===== src/rtl/mem_byte_seq_pkg.sv =====
// Shared constants for the byte-serial load/store sequencer: FSM states,
// funct3 size/unsigned decoding and the zero constants used at reset.
package mem_byte_seq_pkg;

    typedef enum logic [1:0] {
        ST_IDLE = 2'd0,
        ST_XFER = 2'd1,
        ST_LAST = 2'd2,
        ST_DONE = 2'd3
    } state_t;

    localparam logic [1:0] SIZE_BYTE   = 2'b00;
    localparam logic [1:0] SIZE_HALF   = 2'b01;
    localparam int         F3_UNSIGNED = 2;

    localparam logic [31:0] ZERO32 = 32'h0000_0000;
    localparam logic [7:0]  ZERO8  = 8'h00;

    // Index of the final byte (nbytes-1); reserved sizes fall into word.
    function automatic logic [1:0] last_index(input logic [1:0] size);
        case (size)
            SIZE_BYTE: return 2'd0;
            SIZE_HALF: return 2'd1;
            default:   return 2'd3;
        endcase
    endfunction

endpackage


===== src/rtl/mem_byte_seq_load_ext.sv =====
// Sign/zero extension of an assembled load word according to access size.
module mem_byte_seq_load_ext
    import mem_byte_seq_pkg::*;
(
    input  logic [31:0] raw,
    input  logic [1:0]  size,
    input  logic        is_unsigned,
    output logic [31:0] ext
);

    always_comb begin
        ext = raw;
        case (size)
            SIZE_BYTE: ext = {{24{raw[7]  & ~is_unsigned}}, raw[7:0]};
            SIZE_HALF: ext = {{16{raw[15] & ~is_unsigned}}, raw[15:0]};
            default:   ext = raw;
        endcase
    end

endmodule


===== src/rtl/mem_byte_seq.sv =====
// Turns one MEM-stage load/store into a sequence of single-byte RAM accesses,
// stalling the pipeline until the access completes.
module mem_byte_seq
    import mem_byte_seq_pkg::*;
(
    input  logic        clk,
    input  logic        rst,
    input  logic        rdy,
    input  logic        req_valid,
    input  logic        req_rw,
    input  logic [2:0]  req_funct3,
    input  logic [31:0] req_addr,
    input  logic [31:0] req_wdata,
    input  logic [7:0]  mem_din,
    output logic        data_ce,
    output logic [31:0] data_addr,
    output logic [7:0]  data_out,
    output logic        data_rw,
    output logic        busy,
    output logic        done,
    output logic [31:0] rdata
);

    state_t      state;
    logic [1:0]  cnt;
    logic [1:0]  last_cnt;
    logic        rw_q;
    logic [1:0]  size_q;
    logic        unsigned_q;
    logic [31:0] base_q;
    logic [31:0] wdata_q;
    logic [31:0] result_q;

    logic [1:0]  cnt_nx;
    logic [1:0]  prev_idx;
    logic [31:0] raw_word;
    logic [31:0] ext_word;

    assign cnt_nx   = cnt + 2'd1;
    assign prev_idx = cnt - 2'd1;

    // The final load byte arrives during LAST; merge it before extending.
    always_comb begin
        raw_word = result_q;
        raw_word[{last_cnt, 3'b000} +: 8] = mem_din;
    end

    mem_byte_seq_load_ext u_load_ext (
        .raw         (raw_word),
        .size        (size_q),
        .is_unsigned (unsigned_q),
        .ext         (ext_word)
    );

    // Outputs are registered from the next state, so data_* line up with XFER.
    // NOTE: all state here uses non-blocking assignments so every register
    // samples pre-edge values regardless of statement order.
    always_ff @(posedge clk) begin
        if (rst) begin
            state      <= ST_IDLE;
            cnt        <= 2'd0;
            last_cnt   <= 2'd0;
            rw_q       <= 1'b0;
            size_q     <= SIZE_BYTE;
            unsigned_q <= 1'b0;
            base_q     <= ZERO32;
            wdata_q    <= ZERO32;
            result_q   <= ZERO32;
            data_ce    <= 1'b0;
            data_rw    <= 1'b0;
            data_addr  <= ZERO32;
            data_out   <= ZERO8;
            busy       <= 1'b0;
            done       <= 1'b0;
            rdata      <= ZERO32;
        end else if (rdy) begin
            case (state)
                ST_IDLE: begin
                    if (req_valid) begin
                        rw_q       <= req_rw;
                        size_q     <= req_funct3[1:0];
                        unsigned_q <= req_funct3[F3_UNSIGNED];
                        base_q     <= req_addr;
                        wdata_q    <= req_wdata;
                        cnt        <= 2'd0;
                        last_cnt   <= last_index(req_funct3[1:0]);
                        data_ce    <= 1'b1;
                        data_rw    <= req_rw;
                        data_addr  <= req_addr;
                        data_out   <= req_wdata[7:0];
                        busy       <= 1'b1;
                        state      <= ST_XFER;
                    end
                end
                ST_XFER: begin
                    if (!rw_q && cnt != 2'd0)
                        result_q[{prev_idx, 3'b000} +: 8] <= mem_din;
                    cnt <= cnt_nx;
                    if (cnt == last_cnt) begin
                        data_ce <= 1'b0;
                        data_rw <= 1'b0;
                        if (rw_q) begin
                            busy  <= 1'b0;
                            done  <= 1'b1;
                            state <= ST_DONE;
                        end else begin
                            state <= ST_LAST;
                        end
                    end else begin
                        data_addr <= base_q + {30'd0, cnt_nx};
                        data_out  <= wdata_q[{cnt_nx, 3'b000} +: 8];
                    end
                end
                ST_LAST: begin
                    result_q <= raw_word;
                    rdata    <= ext_word;
                    busy     <= 1'b0;
                    done     <= 1'b1;
                    state    <= ST_DONE;
                end
                ST_DONE: begin
                    done  <= 1'b0;
                    state <= ST_IDLE;
                end
                default: state <= ST_IDLE;
            endcase
        end
    end

endmodule


===== config.mk =====
export PLATFORM = sky130hd
export DESIGN_NAME = mem_byte_seq
export DESIGN_NICKNAME = d
export VERILOG_FILES = /design/src/rtl/mem_byte_seq_pkg.sv /design/src/rtl/mem_byte_seq_load_ext.sv /design/src/rtl/mem_byte_seq.sv
export SDC_FILE = /design/constraint.sdc
export NUM_CORES = 1
export LEC_CHECK = 0
export CAP_MARGIN = 20
export CORE_ASPECT_RATIO = 1.75
export CORE_MARGIN = 2
export CORE_UTILIZATION = 50
export DETAILED_ROUTE_END_ITERATION = 7
export PLACE_DENSITY = 0.76
export SYNTH_ARGS = -nofsm -noshare
export SYNTH_HDL_FRONTEND = slang
export SYNTH_HIERARCHICAL = 1
export SYNTH_SLANG_ARGS = --single-unit

===== constraint.sdc =====
create_clock -name clk -period 2.7 [get_ports clk]
set_input_delay 0.27 -clock clk [delete_from_list [all_inputs] [get_ports clk]]
set_output_delay 0.27 -clock clk [all_outputs]
set_load 0.005 [all_outputs]

## Word level (Yosys, flattened, before mapping)

Index checks and enable logic that the tools add are counted.

- RAM bits: 0
- Word-level logic and storage cells: 88
- ROM bits: 0
- Bits of input ports: 80
- Register bits: 182
- Bits in latches: 0
- Memories kept: 0
- Output and inout bits: 76

- Mux-type cells: 29
- Bitwise gates (word level): 3
- Equal/unequal tests: 11
- Div/mod/pow operators: 0
- Shifts and indexed selects: 5
- $lt $le $gt $ge: 0
- Reductions and logical operators: 19
- Multipliers: 0
- Add/subtract/negate cells: 5

Operators with widths:

| operator | number |
|---|---|
| $pmux W32 S2 | 3 |
| $mux W32 | 3 |
| $bwmux W32 | 2 |
| $shift A8 B7 Y32 const A | 2 |
| $shiftx A8 B7 Y32 | 2 |
| $add A32 B2 Y32 | 1 |
| $shiftx A32 B6 Y8 | 1 |
| $mux W8 | 2 |
| $pmux W8 S2 | 1 |
| $neg A5 Y7 | 2 |
| $reduce_and A3 Y1 | 4 |
| $reduce_and A4 Y1 | 3 |
| $ne A2 B2 Y1 const B | 5 |
| $mux W1 | 8 |
| $pmux W2 S2 | 2 |
| $pmux W2 S4 | 1 |
| $eq A2 B1 Y1 const B | 3 |
| $logic_not A2 Y1 | 3 |
| $mux W2 | 3 |
| $pmux W1 S3 | 2 |
| $reduce_bool A2 Y1 | 3 |
| $reduce_bool A3 Y1 | 2 |
| $reduce_and A5 Y1 | 1 |
| $eq A2 B2 Y1 const B | 2 |
| other kinds (9) | 11 |

## Longest topological paths before layout

Gate-level depths: netlist of the first run.

- Depth in word-level cells: 6
- Depth in mapped cells: 12
- Gate-level depth less buffers: 9

## By module

The synthesis of the first run kept the hierarchy.

Modules (own cells, without submodules):

| module | seq. area each (um^2) | cells each | times used | area each (um^2) |
|---|---|---|---|---|
| mem_byte_seq | 3643.5 | 1069 | 1 | 8560.7 |
| mem_byte_seq_load_ext | 0.0 | 67 | 1 | 355.3 |

## Worst setup path before layout of the first run

OpenSTA, ideal clock, no wires.

- Path kind: flip-flop to flip-flop
- Start: reg cnt[0]
- End: reg data_addr[11]
- Setup time: 67 ps
- Clock period less this slack: 2402 ps
- Arrival time: 2335 ps
- Buffers on the path: 1
- Required time: 2633 ps
- Stages on the path, launching flop included: 10
- Slack: 298 ps
- Path through: dfxtp_1 > inv_1 > ha_1 > ha_1 > a21oi_1 > nor4_4 > buf_6 > xnor2_1 > a211o_1 > a21oi_2

- Longest elaborated chain between the ends: 4
- Elaborated cells on any way between the ends: 7
- Classes of those cells: 2 x add/sub; 2 x eq/ne; 2 x mux; 1 x reduce/logical

Ends and longest elaborated chain:

| element | line | source |
|---|---|---|
| start: declaration | mem_byte_seq.sv:25 | `logic [1:0] cnt;` |
| start signal: assignment | mem_byte_seq.sv:98 | `cnt <= cnt_nx;` |
| $add A2 B1 Y2 | mem_byte_seq.sv:39 | `assign cnt_nx = cnt + 2'd1;` |
| $add A32 B2 Y32 | mem_byte_seq.sv:110 | `data_addr <= base_q + {30'd0, cnt_nx};` |
| $mux W32 | mem_byte_seq.sv:99 | `if (cnt == last_cnt) begin` |
| $pmux W32 S2 | mem_byte_seq.sv:77 | `case (state)` |
| end signal: assignment | mem_byte_seq.sv:89 | `data_addr <= req_addr;` |
| end signal: assignment | mem_byte_seq.sv:110 |  |
| end: declaration | mem_byte_seq.sv:16 | `output logic [31:0] data_addr,` |

Parallel ways exist; a longest one is shown, timed or not. The select of a mux whose other input is x is not followed.
A chain may end at the register's enable or synchronous reset.

## Worst setup path in the final report of the first run

- Start: reg last_cnt[0]
- End: reg rdata[11]

- Longest elaborated chain between the ends: 5
- Elaborated cells on any way between the ends: 6
- Classes of those cells: 1 x add/sub; 2 x shift; 2 x mux; 1 x bitwise

Ends and longest elaborated chain:

| element | line | source |
|---|---|---|
| start: declaration | mem_byte_seq.sv:26 | `logic [1:0] last_cnt;` |
| start signal: assignment | mem_byte_seq.sv:86 | `last_cnt <= last_index(req_funct3[1:0]);` |
| $neg A5 Y7 * | mem_byte_seq.sv:45 | `raw_word[{last_cnt, 3'b000} +: 8] = mem_din;` |
| $shiftx A8 B7 Y32 / $shift A8 B7 Y32 (equally long branches) | mem_byte_seq.sv:45 |  |
| $bwmux W32 * | mem_byte_seq.sv:45 |  |
| via raw_word[7] | mem_byte_seq.sv:36 | `logic [31:0] raw_word;` |
| $and A1 B1 Y1 * | mem_byte_seq_load_ext.sv:14 | `SIZE_BYTE: ext = {{24{raw[7] & ~is_unsigned}}, raw[7:0]};` |
| $pmux W32 S2 * | mem_byte_seq_load_ext.sv:13 | `case (size)` |
| via ext_word[11] | mem_byte_seq.sv:37 | `logic [31:0] ext_word;` |
| end signal: assignment | mem_byte_seq.sv:116 | `rdata <= ext_word;` |
| end: declaration | mem_byte_seq.sv:21 | `output logic [31:0] rdata` |

Mark *: on every way through the listed nets, which the timed path passes. The rest lies on a longest branch.

==> results of run 1 <==
==> routing by layer <==
layer / track usage / vias to the layer above / share of wire
met2: 0.473 / 275 / 0.52
met5: 0 / - / 0
met1: 0.287 / 3855 / 0.38
li1: - / 4134 / -
met4: 0.145 / 0 / 0.047
met3: 0.0456 / 71 / 0.052
==> through the flow <==
step / cells / setup slack [ps] / total power [W] / hold slack (ps)
after floorplan: 1136 / 298 / 0.00370 / 406
after global placement: 1462 / 293 / 0.00418 / 439
after detailed placement: 1462 / 199 / 0.00420 / 444
after CTS: 1494 / 187 / 0.00661 / 310
after global routing: 1494 / 81.8 / 0.00685 / 331
final: 1494 / 271 / 0.00656 / 336
==> flip-flops by register name, indices dropped and copies added, names as in the netlist <==
name        flops
wdata_q        32
cnt             2
rw_q            1
last_cnt        2
result_q       32
busy            1
data_rw         1
rdata          32
unsigned_q      1
data_ce         1
data_addr      32
size_q          2
state           2
done            1
data_out        8
base_q         32
==> worst register-to-register path, delay by kind of cell, from the launching register on <==
family | cells | cell delay, ps
adder cells (fa/ha/maj) | 1 | 370
buffers and inverters | 1 | 160
AND/OR/NAND/NOR | 4 | 930
flip-flops | 1 | 510
AO/OA/AOI/OAI | 2 | 400
==> layout make-up <==
cell class	count	area, sq um	share of cell area
Multi-Input combinational cell	825	4720	0.423
Sequential cell	182	3640	0.326
Timing Repair Buffer	187	1820	0.163
Clock buffer	19	443	0.0397
Tap cell	231	289	0.0259
Inverter	37	139	0.0124
Clock inverter	13	114	0.0102
==> power breakdown <==
part           internal, W  switching [W]
Combinational     0.000539       0.000631
Clock              0.00124        0.00117
Sequential         0.00284       0.000134
Total              0.00462        0.00194
==> placed cells by master (no fill, tap or decap), types with 3 or more instances in the layout <==
cell type        instances
clkdlybuf4s50_1        154
nor2_1                  77
xnor2_1                 11
a211oi_1                38
o211ai_1                 4
ha_1                    16
o22ai_1                  3
nand3_1                 15
a22oi_1                 24
inv_8                    3
xor2_1                  21
mux2i_1                 21
o21ai_1                 16
clkbuf_16               17
mux4_2                   8
and3_1                   5
dfxtp_1                182
and2_1                   3
nor3_1                   6
a311oi_2                 4
nand4_1                 17
o21ai_0                 45
a22o_1                   8
or3_1                    5
nand2_1                294
inv_6                    6
buf_4                   30
inv_1                   36
a211o_1                  6
a311oi_1                 4
a21oi_1                128
==> worst max path at each step <==
stage / slack, ps / endpoint / cells past startpoint
floorplan: 300 / data_addr[11]$_SDFFE_PP0P_ / 9
global placement: 290 / data_addr[17]$_SDFFE_PP0P_ / 9
detailed placement: 200 / data_addr[23]$_SDFFE_PP0P_ / 9
CTS: 190 / data_addr[23]$_SDFFE_PP0P_ / 9
global route: 80 / data_addr[7]$_SDFFE_PP0P_ / 9
finish: 270 / rdata[11]$_SDFFE_PP0P_ / 8
==> cells by family after synthesis <==
family	count (synthesis)	share of synthesized area
AND/OR/NAND/NOR	442	0.212
AO/OA/AOI/OAI	302	0.212
flip-flops	182	0.409
buffers and inverters	129	0.0633
XOR/XNOR	32	0.0314
multiplexers	31	0.0466
adder cells (fa/ha/maj)	18	0.0261
==> flow_summary.json, run 1 <==
{
  "setup_violations": 0,
  "remaining_drc_errors": 0,
  "hold_depth": 3,
  "drt-total-wl_mm": 25.0,
  "final_area_sq_um": 11200,
  "synth_warnings": 6,
  "critPathTopFamily": "simple AND/OR/NAND/NOR gates",
  "ys_seq_area_frac": 0.409,
  "firstDrtPassIters": 5,
  "synth_cell_types": 65,
  "finalHoldViolCount": 0,
  "crit_buf_inv": 1,
  "clk_latency_ps": 430,
  "yosysTopAreaCell": "dfxtp_1",
  "cts_hold_buf": 0,
  "end_kind": "flip-flop",
  "ys_top_cells_by_count": "nand2_1, dfxtp_1, a21oi_1",
  "drive_above_1_share": 0.0760,
  "hp-class": "in -> reg",
  "rrSetupSlack_ps": 270,
  "worstHoldEndpoint": "data_addr[9]$_SDFFE_PP0P_",
  "yosysMostFrequentCell": "nand2_1",
  "rr_worst_depth": 8,
  "port-buffer-count": 155,
  "tightestPinTransition_ps": 904,
  "die_h_um": 181,
  "cts.sinks": 182,
  "status": "complete, no violations",
  "dp_hpwl_mm": 17.4,
  "hold_path_startpoint": "rst",
  "n_antenna_cell": 0,
  "post_dp_cell_area_sq_um": 10600,
  "final_core_util": 0.640,
  "synth-main-ff-cell": "dfxtp_1",
  "syn-cell-area_sq_um": 8920,
  "htreeDepth": 4,
  "power_density_nw_per_um2": 587,
  "syn_nets": 1234,
  "p_leak_nw": 3.88,
  "synthToLayoutAreaGrowth_pct": 25.2,
  "rsz0062_at_grt": "false",
  "io_pins": 156,
  "chipWidth_um": 105,
  "critPathMaxStageDelay_ps": 550,
  "crit_required_ps": 3060,
  "r2r-end": "rdata[11]$_SDFFE_PP0P_",
  "antenna_found_initial": 0,
  "clk_pin_slew_ps": 70,
  "grt_pass1_wl_mm": 40.3,
  "async_reset_ff_frac": 0,
  "syn-mean-instance-area_sq_um": 7.85,
  "synth_top_area_share": 0.409,
  "cp-startpoint": "last_cnt[0]$_SDFFE_PP0P_",
  "cts_setup_buffers": 0,
  "routed-via-count": 8335,
  "worst_path_most_repeated_cell": "nand2_1",
  "overflow": 0,
  "cts_max_path_buffers": 2,
  "synthCells": 1136,
  "ant_nets": 0,
  "crit_path_max_fanout": 9,
  "synth_edf_count": 0,
  "core-area_sq_um": 17500,
  "gp_congestion": 0.882,
  "avgRoutedWirePerCell_um": 16.7,
  "critical-path-slowest-cell": "or4b_4",
  "crit_type": "reg -> reg",
  "startpoint_type": "flip-flop",
  "drv_slew": 0,
  "final.setup.tns_ps": 0,
  "numCtsBuffers": 17,
  "drv_cap": 0,
  "rows": 64,
  "viasPerCell": 5.58,
  "ys_ff_latch": 182,
  "min_period_ps": 2430,
  "synthTopCellsByArea": "dfxtp_1, nand2_1, a21oi_1, nor2_1, a211oi_1",
  "fill_cells": 1616,
  "cts-root-buf": "clkbuf_16",
  "fp.dieArea_sq_um": 19000,
  "vdd_drop_max_mv": 0.402,
  "grt_pass1_vias": 8069,
  "cts_tree": "done",
  "fmax_mhz": 412,
  "grt_max_degree": 180,
  "worstPathCellList": "inv_1, ha_1, nor3_2, a22o_1, or4b_4, nand2_1, nand2_1, a21oi_1",
  "slew_headroom": 0.397,
  "cp.arrival_ps": 2790,
  "fin_crit_sh": 0.900,
  "r2r-start": "last_cnt[0]$_SDFFE_PP0P_",
  "fin_nets": 1348,
  "grt_usage": 0.263,
  "cts.repair.resized": 0,
  "start_util": 0.511,
  "fin_skew_ps": 7.56,
  "initialDrtViolationCount": 412
}
Note: power is estimated with default switching activity, not from simulation.
==> run 2, diff against run 1 <==
--- a/config.mk
+++ b/config.mk
@@ -5,6 +5,7 @@
 export SDC_FILE = /design/constraint.sdc
 export NUM_CORES = 1
 export LEC_CHECK = 0
+export ABC_AREA = 1
 export CAP_MARGIN = 20
 export CORE_ASPECT_RATIO = 1.75
 export CORE_MARGIN = 2
==> flow_summary.json, run 2 <==
{
  "synthTopCellsByArea": "dfxtp_1, nand2_1, a21oi_1, o21ai_0, nor2_1",
  "layout.cells.most_common_list": "nand2_1, nor2_1, dfxtp_1, a21oi_1, o21ai_0",
  "firstDrtPassIters": 5,
  "ant_nets": 0,
  "initialDrtViolationCount": 422,
  "die_h_um": 182,
  "worst_path_most_repeated_cell": "inv_1",
  "syn-mean-instance-area_sq_um": 6.81,
  "grt_pass1_vias": 8741,
  "p_sw_frac": 0.304,
  "r2r-start": "state[0]$_SDFFE_PP0P_",
  "clk_latency_ps": 440,
  "yosysTopAreaCell": "dfxtp_1",
  "slew_headroom": 0.417,
  "tightestPinTransition_ps": 873,
  "crit_path_max_fanout": 30,
  "avgRoutedWirePerCell_um": 16.4,
  "setup_violations": 0,
  "drt-total-wl_mm": 27.7,
  "dp_hpwl_mm": 20.6,
  "viasPerCell": 5.45,
  "fill_cells": 1686,
  "rsz0062_at_grt": "false",
  "comb_power_share": 0.198,
  "worst-path-stages": 9,
  "chipWidth_um": 106,
  "hold_path_startpoint": "req_addr[10]",
  "cts-root-buf": "clkbuf_16",
  "critical-path-slowest-cell": "dfxtp_1",
  "ys_seq_area_frac": 0.402,
  "crit_buf_inv": 3,
  "crit_type": "reg -> reg",
  "drive_above_1_share": 0.0496,
  "htreeDepth": 4,
  "drv_slew": 0,
  "io_pins": 156,
  "final_core_util": 0.630,
  "antenna_found_initial": 1,
  "fin_nets": 1537,
  "syn-cell-area_sq_um": 9070,
  "rr_worst_depth": 9,
  "critPathTopFamily": "compound AO/OA/AOI/OAI gates",
  "port-buffer-count": 155,
  "worstHoldEndpoint": "base_q[10]$_SDFFE_PP0P_",
  "pwr-share-seq": 0.442,
  "cts.repair.resized": 0,
  "critPathMaxStageDelay_ps": 450,
  "crit_required_ps": 3020,
  "ys_top_cells_by_count": "nand2_1, nor2_1, dfxtp_1",
  "fmax_mhz": 421,
  "synth_top_area_share": 0.402,
  "cts_hold_buf": 0,
  "power_density_nw_per_um2": 617,
  "r2r-end": "data_addr[1]$_SDFFE_PP0P_",
  "core-area_sq_um": 17900,
  "startpoint_type": "flip-flop",
  "hold_depth": 3,
  "rows": 65,
  "layout_commonest_cell": "nand2_1",
  "fp.dieArea_sq_um": 19300,
  "grt_max_degree": 80,
  "cts_max_path_buffers": 2,
  "cts.sinks": 182,
  "switchingPower_w": 0.00211,
  "worstPathCellList": "inv_1, ha_1, inv_1, o21ai_0, a21oi_1, o21ai_4, inv_2, nand3_1, o211a_1",
  "cts_setup_buffers": 0,
  "synthCells": 1332,
  "hp-class": "in -> reg",
  "synth_warnings": 6,
  "status": "complete, no violations",
  "start_util": 0.507,
  "grt_pass1_wl_mm": 43.9,
  "p_clk_frac": 0.360,
  "end_kind": "flip-flop",
  "min_period_ps": 2380,
  "ys_ff_latch": 182,
  "overflow": 0,
  "cts_tree": "done",
  "synth_cell_types": 38,
  "power_w": 0.00695,
  "cp.arrival_ps": 2700,
  "clk_pin_slew_ps": 70,
  "finalHoldViolCount": 0,
  "numCtsBuffers": 17,
  "p_leak_nw": 4.28,
  "synthToLayoutAreaGrowth_pct": 24.2,
  "synth-main-ff-cell": "dfxtp_1",
  "fin_crit_sh": 0.881,
  "remaining_drc_errors": 0,
  "final.setup.tns_ps": 0,
  "vdd_drop_max_mv": 0.506,
  "fin_skew_ps": 16.6,
  "synth_edf_count": 0,
  "grt_usage": 0.290,
  "async_reset_ff_frac": 0,
  "intPower_w": 0.00484,
  "syn_nets": 1430,
  "gp_congestion": 0.970,
  "yosysMostFrequentCell": "nand2_1",
  "routed-via-count": 9192,
  "drv_cap": 0,
  "rrSetupSlack_ps": 320
}
[run 2: cell count changes in the layout (fill, tap and decap cells not counted), sizes merged, moves of 34 or more]
cell / change
inv: +82
a21oi: +34
nand3: +59
o21ai: +114
nand2: -54
nor2: +110
[run 2: kinds of logic after synthesis]
group | count (synthesis) | share of synthesized area
AO/OA/AOI/OAI | 398 | 0.236
XOR/XNOR | 8 | 0.00772
adder cells (fa/ha/maj) | 18 | 0.0257
buffers and inverters | 210 | 0.0974
flip-flops | 182 | 0.402
multiplexers | 1 | 0.00110
AND/OR/NAND/NOR | 515 | 0.231
[run 2: layout make-up]
class                      count  area (sq um)  area share
multi-input combinational    940          4550       0.404
sequential                   182          3640       0.323
timing repair buffer         175          1730       0.153
inverter                     123           463      0.0411
clock buffer                  17           425      0.0377
tap                          234           293      0.0260
clock inverter                15           161      0.0143
antenna                        1          2.50    0.000222
[run 2: how the worst max path moves through the flow]
stage / slack (ps) / end / startpoint
6_report: 320 / data_addr[1]$_SDFFE_PP0P_ / state[0]$_SDFFE_PP0P_
5_1_grt: 130 / rdata[21]$_SDFFE_PP0P_ / last_cnt[1]$_SDFFE_PP0P_
3_3_place_gp: 380 / data_addr[1]$_SDFFE_PP0P_ / state[0]$_SDFFE_PP0P_
2_1_floorplan: 370 / data_addr[24]$_SDFFE_PP0P_ / cnt[0]$_SDFFE_PP0P_
3_5_place_dp: 350 / data_addr[1]$_SDFFE_PP0P_ / state[0]$_SDFFE_PP0P_
4_1_cts: 310 / data_addr[1]$_SDFFE_PP0P_ / state[0]$_SDFFE_PP0P_
[run 2: tightest hold or removal path, cell delays in order]
cell	delay, ps
clkdlybuf4s50_1	420
nor2_1	100
nor2_1	50
[run 2: per-layer routing]
layer | up-vias | global-route usage | share of wire
met5 | - | 0 | 0
met4 | 0 | 0.224 | 0.081
met3 | 106 | 0.0389 | 0.041
met2 | 333 | 0.552 | 0.53
met1 | 4146 | 0.272 | 0.34
li1 | 4607 | - | -
[run 2: metrics by stage]
stage	instances	cell area [sq um]	hold WS [ps]	setup slack (ps)
4_1_cts	1686	11300	432	307
3_3_place_gp	1654	10700	437	375
6_report	1687	11300	441	322
5_1_grt	1687	11300	449	134
2_1_floorplan	1332	9070	405	373
3_5_place_dp	1654	10700	444	347
[run 2: power groups by stage]
stage                     clock network (W)  registers [W]  logic, W
final                               0.00250        0.00307   0.00137
after global routing                0.00262        0.00310   0.00153
after CTS                           0.00252        0.00307   0.00137
after detailed placement                  0        0.00313   0.00136
after global placement                    0        0.00313   0.00135
after floorplan                           0        0.00309  0.000805
